### src/rtl/toll_speed_gate_pkg.sv
// Shared constants and state encodings for the toll/speed station controller.
package toll_speed_gate_pkg;

    localparam int unsigned DIST_CONST = 360000;
    localparam int unsigned DIVIDEND_W = 19;
    localparam int unsigned T_WIDTH    = 13;
    localparam int unsigned SPEED_MAX  = 16383;

    localparam logic [1:0] EPASS_VALID   = 2'b10;
    localparam logic [1:0] EPASS_INVALID = 2'b01;

    typedef enum logic [1:0] {IDLE, TIMING, DIVIDE, SEND} meas_state_t;
    typedef enum logic {CLOSED, OPEN} barrier_state_t;

endpackage

### src/rtl/seq_divider.sv
// Unsigned restoring divider, one quotient bit per cycle; done pulses 20 cycles after start.
module seq_divider #(
    parameter int unsigned DIVIDEND_W = 19,
    parameter int unsigned DIVISOR_W  = 13
) (
    input  logic                  clk,
    input  logic                  rst,
    input  logic                  start,
    input  logic [DIVIDEND_W-1:0] dividend,
    input  logic [DIVISOR_W-1:0]  divisor,
    output logic [DIVIDEND_W-1:0] quotient,
    output logic                  done
);

    localparam int unsigned CW = $clog2(DIVIDEND_W + 1);

    logic [DIVISOR_W-1:0]  rem;
    logic [DIVISOR_W-1:0]  dsr;
    logic [DIVIDEND_W-1:0] quo;
    logic [CW-1:0]         cnt;
    logic                  busy;
    logic [DIVISOR_W:0]    shifted;
    logic [DIVISOR_W:0]    diff;

    always_comb begin
        shifted = {rem, quo[DIVIDEND_W-1]};
        diff    = shifted - {1'b0, dsr};
    end

    // A zero divisor always "fits", so the quotient comes out all ones.
    always_ff @(posedge clk or posedge rst) begin
        if (rst) begin
            rem  <= '0;
            dsr  <= '0;
            quo  <= '0;
            cnt  <= '0;
            busy <= 1'b0;
            done <= 1'b0;
        end else begin
            done <= 1'b0;
            if (start && !busy) begin
                quo  <= dividend;
                rem  <= '0;
                dsr  <= divisor;
                cnt  <= CW'(DIVIDEND_W);
                busy <= 1'b1;
            end else if (busy) begin
                if (shifted >= {1'b0, dsr}) begin
                    rem <= diff[DIVISOR_W-1:0];
                    quo <= {quo[DIVIDEND_W-2:0], 1'b1};
                end else begin
                    rem <= shifted[DIVISOR_W-1:0];
                    quo <= {quo[DIVIDEND_W-2:0], 1'b0};
                end
                cnt <= cnt - 1'b1;
                if (cnt == CW'(1)) begin
                    busy <= 1'b0;
                    done <= 1'b1;
                end
            end
        end
    end

    assign quotient = quo;

endmodule

### src/rtl/uart_tx.sv
// 8N1 UART transmitter; accepts a new byte in the final stop-bit cycle for gapless frames.
module uart_tx #(
    parameter int unsigned SYS_FREQ = 50_000_000,
    parameter int unsigned BAUD     = 115_200
) (
    input  logic       clk,
    input  logic       rst,
    input  logic       start,
    input  logic [7:0] data,
    output logic       tx,
    output logic       busy,
    output logic       ready
);

    localparam int unsigned BIT_CYCLES = SYS_FREQ / BAUD;
    localparam int unsigned BAUD_W     = (BIT_CYCLES > 1) ? $clog2(BIT_CYCLES) : 1;
    localparam logic [BAUD_W-1:0] BIT_LAST = BAUD_W'(BIT_CYCLES - 1);

    logic [BAUD_W-1:0] baud_cnt;
    logic [3:0]        bit_idx;
    logic [8:0]        shreg;
    logic              last;

    always_comb begin
        last  = busy && (bit_idx == 4'd9) && (baud_cnt == BIT_LAST);
        ready = !busy || last;
    end

    always_ff @(posedge clk or posedge rst) begin
        if (rst) begin
            tx       <= 1'b1;
            busy     <= 1'b0;
            baud_cnt <= '0;
            bit_idx  <= '0;
            shreg    <= '1;
        end else if (start && ready) begin
            tx       <= 1'b0;
            shreg    <= {1'b1, data};
            bit_idx  <= '0;
            baud_cnt <= '0;
            busy     <= 1'b1;
        end else if (busy) begin
            if (baud_cnt == BIT_LAST) begin
                baud_cnt <= '0;
                if (bit_idx == 4'd9) begin
                    busy <= 1'b0;
                    tx   <= 1'b1;
                end else begin
                    tx      <= shreg[0];
                    shreg   <= {1'b1, shreg[8:1]};
                    bit_idx <= bit_idx + 1'b1;
                end
            end else begin
                baud_cnt <= baud_cnt + 1'b1;
            end
        end
    end

endmodule

### src/rtl/toll_speed_gate.sv
// Toll/speed station top: sensor timing, speed division, UART report and barrier control.
module toll_speed_gate
    import toll_speed_gate_pkg::*;
#(
    parameter int unsigned SYS_FREQ    = 50_000_000,
    parameter int unsigned BAUD        = 115_200,
    parameter int unsigned WIDTH_SPEED = 14
) (
    input  logic       clk,
    input  logic       reset_n,
    input  logic       sensor1,
    input  logic       sensor2,
    input  logic       sensor3,
    input  logic [1:0] valid_Epass,
    input  logic       enable,
    output logic       barrier,
    output logic       serial_data_out
);

    localparam logic [15:0] TICK_LAST = 16'(SYS_FREQ / 1000 - 1);

    logic [2:0]  s1_sh, s3_sh;
    logic [1:0]  s2_sh, ep_m, ep_s;
    logic        s1_rise, s3_rise, s3_fall, ms_tick;
    logic [15:0] presc;

    meas_state_t          mstate;
    barrier_state_t       bstate;
    logic [T_WIDTH-1:0]   t;
    logic                 div_start, div_done;
    logic [DIVIDEND_W-1:0] quotient;
    logic [WIDTH_SPEED-1:0] speed;
    logic [15:0]          speed_word;
    logic [7:0]           tx_byte, lo_byte;
    logic                 tx_req, low_pending, uart_busy, uart_ready;

    always_comb begin
        s1_rise    = s1_sh[1] & ~s1_sh[2];
        s3_rise    = s3_sh[1] & ~s3_sh[2];
        s3_fall    = ~s3_sh[1] & s3_sh[2];
        ms_tick    = (presc == TICK_LAST);
        speed      = (quotient > DIVIDEND_W'(SPEED_MAX)) ? WIDTH_SPEED'(SPEED_MAX)
                                                         : WIDTH_SPEED'(quotient);
        speed_word = 16'(speed);
        barrier    = (bstate == OPEN) | enable;
    end

    always_ff @(posedge clk or posedge reset_n) begin
        if (reset_n) begin
            s1_sh <= '0;
            s2_sh <= '0;
            s3_sh <= '0;
            ep_m  <= '0;
            ep_s  <= '0;
            presc <= '0;
        end else begin
            s1_sh <= {s1_sh[1:0], sensor1};
            s2_sh <= {s2_sh[0], sensor2};
            s3_sh <= {s3_sh[1:0], sensor3};
            ep_m  <= valid_Epass;
            ep_s  <= ep_m;
            presc <= (s1_rise || ms_tick) ? '0 : presc + 1'b1;
        end
    end

    // t picks up a tick landing on the s3 edge; the divider samples it one cycle later.
    always_ff @(posedge clk or posedge reset_n) begin
        if (reset_n) begin
            mstate      <= IDLE;
            t           <= '0;
            div_start   <= 1'b0;
            tx_req      <= 1'b0;
            tx_byte     <= '0;
            lo_byte     <= '0;
            low_pending <= 1'b0;
        end else begin
            case (mstate)
                IDLE: begin
                    if (s1_rise) begin
                        mstate <= TIMING;
                        t      <= '0;
                    end
                end
                TIMING: begin
                    if (s3_rise) begin
                        mstate    <= DIVIDE;
                        div_start <= 1'b1;
                        if (ms_tick) t <= t + 1'b1;
                    end else if (t == '1) begin
                        mstate <= IDLE;
                    end else if (ms_tick) begin
                        t <= t + 1'b1;
                    end
                end
                DIVIDE: begin
                    div_start <= 1'b0;
                    if (div_done) begin
                        tx_byte     <= speed_word[15:8];
                        lo_byte     <= speed_word[7:0];
                        tx_req      <= 1'b1;
                        low_pending <= 1'b1;
                        mstate      <= SEND;
                    end
                end
                SEND: begin
                    if (tx_req && uart_ready) begin
                        if (low_pending) begin
                            tx_byte     <= lo_byte;
                            low_pending <= 1'b0;
                        end else begin
                            tx_req <= 1'b0;
                        end
                    end else if (!tx_req && !uart_busy) begin
                        mstate <= IDLE;
                    end
                end
                default: mstate <= IDLE;
            endcase
        end
    end

    always_ff @(posedge clk or posedge reset_n) begin
        if (reset_n) begin
            bstate <= CLOSED;
        end else begin
            case (bstate)
                CLOSED: if (s2_sh[1] && ep_s == EPASS_VALID) bstate <= OPEN;
                OPEN:   if (s3_fall) bstate <= CLOSED;
                default: bstate <= CLOSED;
            endcase
        end
    end

    seq_divider #(
        .DIVIDEND_W(DIVIDEND_W),
        .DIVISOR_W (T_WIDTH)
    ) u_div (
        .clk     (clk),
        .rst     (reset_n),
        .start   (div_start),
        .dividend(DIVIDEND_W'(DIST_CONST)),
        .divisor (t),
        .quotient(quotient),
        .done    (div_done)
    );

    uart_tx #(
        .SYS_FREQ(SYS_FREQ),
        .BAUD    (BAUD)
    ) u_uart (
        .clk  (clk),
        .rst  (reset_n),
        .start(tx_req),
        .data (tx_byte),
        .tx   (serial_data_out),
        .busy (uart_busy),
        .ready(uart_ready)
    );

endmodule

### config.mk
export PLATFORM = sky130hd
export DESIGN_NAME = toll_speed_gate
export DESIGN_NICKNAME = d
export VERILOG_FILES = /design/src/rtl/toll_speed_gate_pkg.sv /design/src/rtl/seq_divider.sv /design/src/rtl/uart_tx.sv /design/src/rtl/toll_speed_gate.sv
export SDC_FILE = /design/constraint.sdc
export NUM_CORES = 1
export LEC_CHECK = 0
export BUFFER_PORTS_ARGS = -buffer_cell sky130_fd_sc_hd__buf_4
export CORE_ASPECT_RATIO = 0.5
export CORE_MARGIN = 4
export CORE_UTILIZATION = 68
export CTS_CLUSTER_SIZE = 10
export DETAILED_ROUTE_END_ITERATION = 8
export HOLD_SLACK_MARGIN = 0.1
export PLACE_DENSITY = 0.83
export SLEW_MARGIN = 25
export SYNTH_ARGS = -nofsm -noshare
export SYNTH_HDL_FRONTEND = slang
export SYNTH_HIERARCHICAL = 1
export SYNTH_SLANG_ARGS = --single-unit
export TNS_END_PERCENT = 100
### constraint.sdc
create_clock -name clk -period 6.3 [get_ports clk]
set_input_delay 0.945 -clock clk [delete_from_list [all_inputs] [get_ports clk]]
set_output_delay 0.945 -clock clk [all_outputs]
set_load 0.01 [all_outputs]
Yosys cells after proc, flatten, opt, wreduce, memory -nomap -nowiden
Cells that the tools add are included.

Flip-flop bits (word level): 139.

Mux-type cells: 62. Reductions and logical operators: 27. Equal/unequal tests: 20. Magnitude comparators: 2. Add/subtract/negate cells: 6. Bitwise gates (word level): 8.

Operators by type and width (number): $mux W13 (7); $mux W9 (7); $mux W19 (2); $pmux W13 S2 (1); $mux W8 (3); $mux W1 (22); $gt A19 B14 Y1 const B (1); $add A16 B1 Y16 const B (1); $eq A16 B16 Y1 const B (1); $mux W16 (1); $mux W4 (4); $ne A2 B2 Y1 const B (8); $pmux W8 S2 (1); $ge A14 B13 Y1 (1); $mux W14 (1); $add A13 B1 Y13 const B (1); $eq A13 B13 Y1 const B (1); $sub A13 B13 Y13 (1); $mux W2 (6); $reduce_bool A2 Y1 (6); $mux W5 (2); $add A9 B1 Y9 const B (1); $eq A9 B9 Y1 const B (1); $reduce_and A3 Y1 (3); 20 further kinds (42).

Depth between registers and ports, before layout
Depth in word-level cells: 7. Depth in mapped cells: 11.

Cells and area by module
Netlist, hierarchy kept.

By module, submodules not included: seq_divider (seq. area each 1301.2 µm², cells an instance 309, times used 1, area each 2961.6 µm²); toll_speed_gate (seq. area each 1576.5 µm², cells an instance 270, times used 1, area each 2795.2 µm²); uart_tx (seq. area each 586.8 µm², cells an instance 112, times used 1, area each 1255.0 µm²).

Worst setup path before layout
OpenSTA, ideal clock, no wires.

Path kind: register to register. Start point: register u_div.quo[18], in the netlist u_div/quotient[18]. End point: register u_div.rem[9]. Path slack: 4056 ps. Stages on the path, launching flop included: 12. Period minus slack after synthesis: 2244 ps. Data arrival time: 2122 ps. Library setup time: 121 ps. Required time: 6179 ps. Cell sequence: dfrtp_1 inv_1 ha_1 fa_1 nand2b_1 a21oi_1 a211oi_2 o211ai_2 a41oi_4 buf_6 a32oi_1 nand2_1.

Longest elaborated chain between the ends: 4.

RTL lines: from (decl) (line seq_divider.sv:19) `logic [DIVIDEND_W-1:0] quo;`; from (signal assigned) (line seq_divider.sv:42) `quo <= dividend;`; from (signal assigned) (line seq_divider.sv:50) `quo <= {quo[DIVIDEND_W-2:0], 1'b1};`; from (signal assigned) (line seq_divider.sv:53) `quo <= {quo[DIVIDEND_W-2:0], 1'b0};`; $sub A13 B13 Y13 or $ge A14 B13 Y1 (tied branches) (line seq_divider.sv:27, seq_divider.sv:48); $mux W13 (*) (line seq_divider.sv:48) `if (shifted >= {1'b0, dsr}) begin`; $mux W13 (*) (line seq_divider.sv:47) `end else if (busy) begin`; $mux W13 (*) (line seq_divider.sv:41) `if (start && !busy) begin`; to (signal assigned) (line seq_divider.sv:49) `rem <= diff[DIVISOR_W-1:0];`; to (signal assigned) (line seq_divider.sv:52) `rem <= shifted[DIVISOR_W-1:0];`; to (decl) (line seq_divider.sv:17) `logic [DIVISOR_W-1:0] rem;`.

Every way passes the cells marked *; elsewhere a longest branch is shown, timed or not. The select of a mux whose other input is x is not followed. A chain may end at the register's enable or synchronous reset.

Final worst setup path
Start point: register u_div.quo[18], in the netlist u_div/quotient[18]. End point: register u_div.rem[2].

Same word-level chain as after synthesis.

==> impl_metrics.sql <==
INSERT INTO impl_metrics (metric_group, metric, value, unit) VALUES
('run_status', 'outcome', 'finished, final reports clean', ''),
('sta', 'fmaxAchievable', '395', 'MHz'),
('layout', 'post_route_cells_drive_above_1_share', '0.131', ''),
('placed_design', 'finalWeightedCongestion', '0.913', ''),
('routing', 'num_vias', '5268', ''),
('sta', 'hold_violations', '0', ''),
('routing', 'drt_iter0_drc', '423', ''),
('synth', 'yosys_warnings', '6', ''),
('hold_path', 'min_delay_path_depth', '0', ''),
('floorplan', 'start_util', '0.721', ''),
('synth', 'avgSynthCellArea', '10.1', 'µm²'),
('setup_path', 'slowest_stage', 'sky130_fd_sc_hd__a41o_2', ''),
('floorplan', 'die_w', '152', 'µm'),
('setup_path', 'worst-path-buf-inv', '1', ''),
('cts', 'post_cts.resized_instances', '0', ''),
('routing', 'routedWlPerCell', '17.0', 'µm'),
('synth', 'synth_area', '0.00701', 'mm²'),
('synth', 'yosys_register_bits', '138', ''),
('setup_path', 'critical_path_required', '6600', 'ps'),
('synth', 'synth_ff_type', 'sky130_fd_sc_hd__dfrtp_1', ''),
('sta', 'unrepaired_setup_endpoints_after_global_routing', 'no', ''),
('cts', 'hold_buffers', '0', ''),
('setup_path', 'worstSetupStartpointType', 'register', ''),
('layout', 'finish.net_count', '742', ''),
('sta', 'post-route-period-util', '0.402', ''),
('sta', 'fin_tns_setup', '0', 'ps'),
('routing', 'drt_pass1_iterations', '5', ''),
('synth', 'post_synthesis_instance_total', '691', ''),
('global_routing', 'gr-usage-all-layers', '0.265', ''),
('power_and_ir_drop', 'peakVddDrop', '0.277', 'mV'),
('routing', 'detail_route.wirelength', '14600', 'µm'),
('cts', 'clockRootBuffer', 'sky130_fd_sc_hd__clkbuf_16', ''),
('routing', 'detail_route.vias_per_cell', '6.13', ''),
('setup_path', 'critical-path-top-delay-family', 'compound AO/OA/AOI/OAI gates', ''),
('setup_path', 'reg2regPathDepth', '10', ''),
('synth', 'synth.yosys.seq_area_share', '0.494', ''),
('placed_design', 'dp_hpwl', '9070', 'µm'),
('power_and_ir_drop', 'static-leakage-power', '0.00337', 'µW'),
('floorplan', 'io-pin-count', '10', ''),
('cts', 'count_of_clock_tree_sinks', '138', ''),
('sta', 'post-route-min-period', '2530', 'ps'),
('cts', 'h_tree_levels', '4', ''),
('setup_path', 'critical_path_stages', '10', ''),
('setup_path', 'worstPathArrival', '2830', 'ps'),
('cts', 'post-cts-setup-buffer-count', '0', ''),
('power_and_ir_drop', 'power.density_cell_area', '464', 'mW/mm²'),
('routing', 'drc', '0', ''),
('floorplan', 'die_h', '79.8', 'µm'),
('cts', 'clk-insertion-delay-late', '420', 'ps'),
('sta', 'final.hold.worst_slack', '348', 'ps'),
('sta', 'setup_viol', '0', ''),
('sta', 'worst-slew-pin-transition', '833', 'ps'),
('placed_design', 'port_buffers', '9', ''),
('setup_path', 'end_kind', 'register', ''),
('cts', 'clk_transition_reported_paths', '60', 'ps'),
('sta', 'slew-limit-headroom', '0.444', ''),
('layout', 'finalCoreUtilization', '0.796', ''),
('layout', 'layout-area-overhead-vs-synth', '10.5', '%'),
('floorplan', 'fp.dieArea', '0.0121', 'mm²'),
('layout', 'n_antenna_cell', '0', ''),
('layout', 'fillerInstances', '562', ''),
('global_routing', 'grt_max_degree', '64', ''),
('hold_path', 'hold_path_class', 'reg -> reg', ''),
('floorplan', 'placeableCoreArea', '0.00973', 'mm²'),
('global_routing', 'via_count_of_the_first_global_routing_pass', '5256', ''),
('global_routing', 'grt_remaining_overflow', '0', ''),
('layout', 'multi_input_combinational_cell_area', '0.00326', 'mm²'),
('job', 'cap_violations', '0', ''),
('global_routing', 'grt_antenna_before_repair', '0', ''),
('synth', 'synth.distinct_cells', '83', ''),
('routing', 'drtAntennaViolNets', '0', '');
==> kinds of logic (layout without fill, tap and decap cells) <==
family | after synthesis | in the layout | share of synthesized area
AOI/OAI and AO/OA | 165 | 165 | 0.162
buffers and inverters | 70 | 87 | 0.0498
xor gates and xnor gates | 27 | 27 | 0.0337
adders and majority gates | 22 | 22 | 0.0403
muxes | 24 | 24 | 0.0352
and+or+nand+nor | 243 | 243 | 0.183
DFF | 138 | 138 | 0.494
other | 2 | 19 | 0.00107
==> routing by layer <==
metal | vias up | wire [µm] | GRT usage
li1 | 2488 | - | -
met1 | 2611 | 6640 | 0.356
met2 | 143 | 6910 | 0.424
met3 | 26 | 776 | 0.0539
met4 | 0 | 252 | 0.111
met5 | - | 0 | 0
==> state kept, by name, summed over array words and instances (netlist names), 2 cells and up, named ones only <==
| register | cells |
|---|---|
| presc | 16 |
| u_uart/baud_cnt | 9 |
| u_div/rem | 13 |
| u_div/cnt | 5 |
| u_div/quotient | 19 |
| t | 13 |
| u_uart/bit_idx | 4 |
| u_uart/shreg | 8 |
| u_div/dsr | 13 |
| tx_byte | 8 |
| ep_s | 2 |
| s1_sh | 3 |
| s2_sh | 2 |
| ep_m | 2 |
| s3_sh | 3 |
| lo_byte | 8 |
==> worst reg2reg max path, delay by kind of cell (launching register included) <==
kind            cells  cell delay [ps]
fa+ha+maj           2              600
compound gates      5             1050
buf+inv             1               60
simple gates        2              320
flops               1              380
==> synthesized netlist by cell type (3+ instances only) <==
cell type,number,area [µm²]
sky130_fd_sc_hd__nand2b_1,9,56.3
sky130_fd_sc_hd__o22a_1,7,61.3
sky130_fd_sc_hd__xnor2_1,13,114
sky130_fd_sc_hd__inv_1,41,154
sky130_fd_sc_hd__buf_6,3,33.8
sky130_fd_sc_hd__o22ai_1,9,56.3
sky130_fd_sc_hd__a21oi_1,24,120
sky130_fd_sc_hd__mux2i_1,22,220
sky130_fd_sc_hd__nand3_1,38,190
sky130_fd_sc_hd__ha_1,21,263
sky130_fd_sc_hd__nand4_2,3,37.5
sky130_fd_sc_hd__buf_2,7,35.0
sky130_fd_sc_hd__or2_2,4,25.0
sky130_fd_sc_hd__o21a_1,6,45.0
sky130_fd_sc_hd__or2_1,3,18.8
sky130_fd_sc_hd__nand3b_1,3,22.5
sky130_fd_sc_hd__o21ai_0,62,310
sky130_fd_sc_hd__nor3_1,9,45.0
sky130_fd_sc_hd__a32oi_1,5,43.8
sky130_fd_sc_hd__nand2_1,76,285
sky130_fd_sc_hd__nor2_1,48,180
sky130_fd_sc_hd__buf_4,4,30.0
sky130_fd_sc_hd__and3_1,5,31.3
sky130_fd_sc_hd__clkbuf_8,4,55.1
sky130_fd_sc_hd__clkbuf_1,11,41.3
sky130_fd_sc_hd__nor2b_1,5,31.3
sky130_fd_sc_hd__xor2_1,14,123
sky130_fd_sc_hd__a31oi_1,10,62.6
sky130_fd_sc_hd__dfstp_2,9,236
sky130_fd_sc_hd__dfrtp_1,129,3230
sky130_fd_sc_hd__and2_1,3,18.8
sky130_fd_sc_hd__nand4_1,11,68.8
sky130_fd_sc_hd__or3_1,7,43.8
sky130_fd_sc_hd__o221a_1,5,56.3
==> cell type report <==
cell class | count | area share
inverters | 41 | 0.0199
clock buffers | 18 | 0.0567
repair buffers | 14 | 0.0136
well taps | 135 | 0.0218
flip-flops and latches | 138 | 0.447
multi-input cells | 500 | 0.421
clock inverters | 14 | 0.0191
==> per-stage QoR <==
step	worst slack, ps	power, µW
global route	3600	3830
finish	3770	3600
global placement	3870	2520
CTS	3760	3590
floorplan	3790	2350
detailed placement	3780	2580
==> path summary, 6_finish.rpt <==
path                                                 endpoint                      startpoint  slack, ps
worst max-delay path                 u_div/rem[2]$_DFFE_PP0P_  u_div/quotient[18]$_DFFE_PP0P_       3770
worst min-delay path                        ep_s[0]$_DFF_PP0_               ep_m[0]$_DFF_PP0_        350
worst max register to register       u_div/rem[2]$_DFFE_PP0P_  u_div/quotient[18]$_DFFE_PP0P_       3770
worst min register to register              ep_s[0]$_DFF_PP0_               ep_m[0]$_DFF_PP0_        350
max in group asynchronous                  s2_sh[1]$_DFF_PP0_                         reset_n       5020
min in group asynchronous       u_uart/bit_idx[1]$_DFFE_PP0P_                         reset_n        720
==> report_power, final <==
part | internal [µW] | switching (µW)
combinational | 530 | 675
clock | 594 | 392
sequential | 1150 | 259
total | 2270 | 1330
==> placed cells by master, fill, tap and decap left out, types with 9 or more instances in the layout <==
| cell | count |
|---|---|
| sky130_fd_sc_hd__xor2_1 | 14 |
| sky130_fd_sc_hd__o21ai_0 | 62 |
| sky130_fd_sc_hd__a21oi_1 | 24 |
| sky130_fd_sc_hd__conb_1 | 19 |
| sky130_fd_sc_hd__nor3_1 | 9 |
| sky130_fd_sc_hd__xnor2_1 | 13 |
| sky130_fd_sc_hd__ha_1 | 21 |
| sky130_fd_sc_hd__nand4_1 | 11 |
| sky130_fd_sc_hd__nand3_1 | 38 |
| sky130_fd_sc_hd__buf_4 | 14 |
| sky130_fd_sc_hd__a31oi_1 | 10 |
| sky130_fd_sc_hd__o22ai_1 | 9 |
| sky130_fd_sc_hd__nor2_1 | 47 |
| sky130_fd_sc_hd__nand2_1 | 76 |
| sky130_fd_sc_hd__dfstp_2 | 9 |
| sky130_fd_sc_hd__mux2i_1 | 22 |
| sky130_fd_sc_hd__nand2b_1 | 9 |
| sky130_fd_sc_hd__dfrtp_1 | 128 |
| sky130_fd_sc_hd__clkbuf_16 | 17 |
| sky130_fd_sc_hd__inv_1 | 39 |
Power figures use the tool's default switching activity.
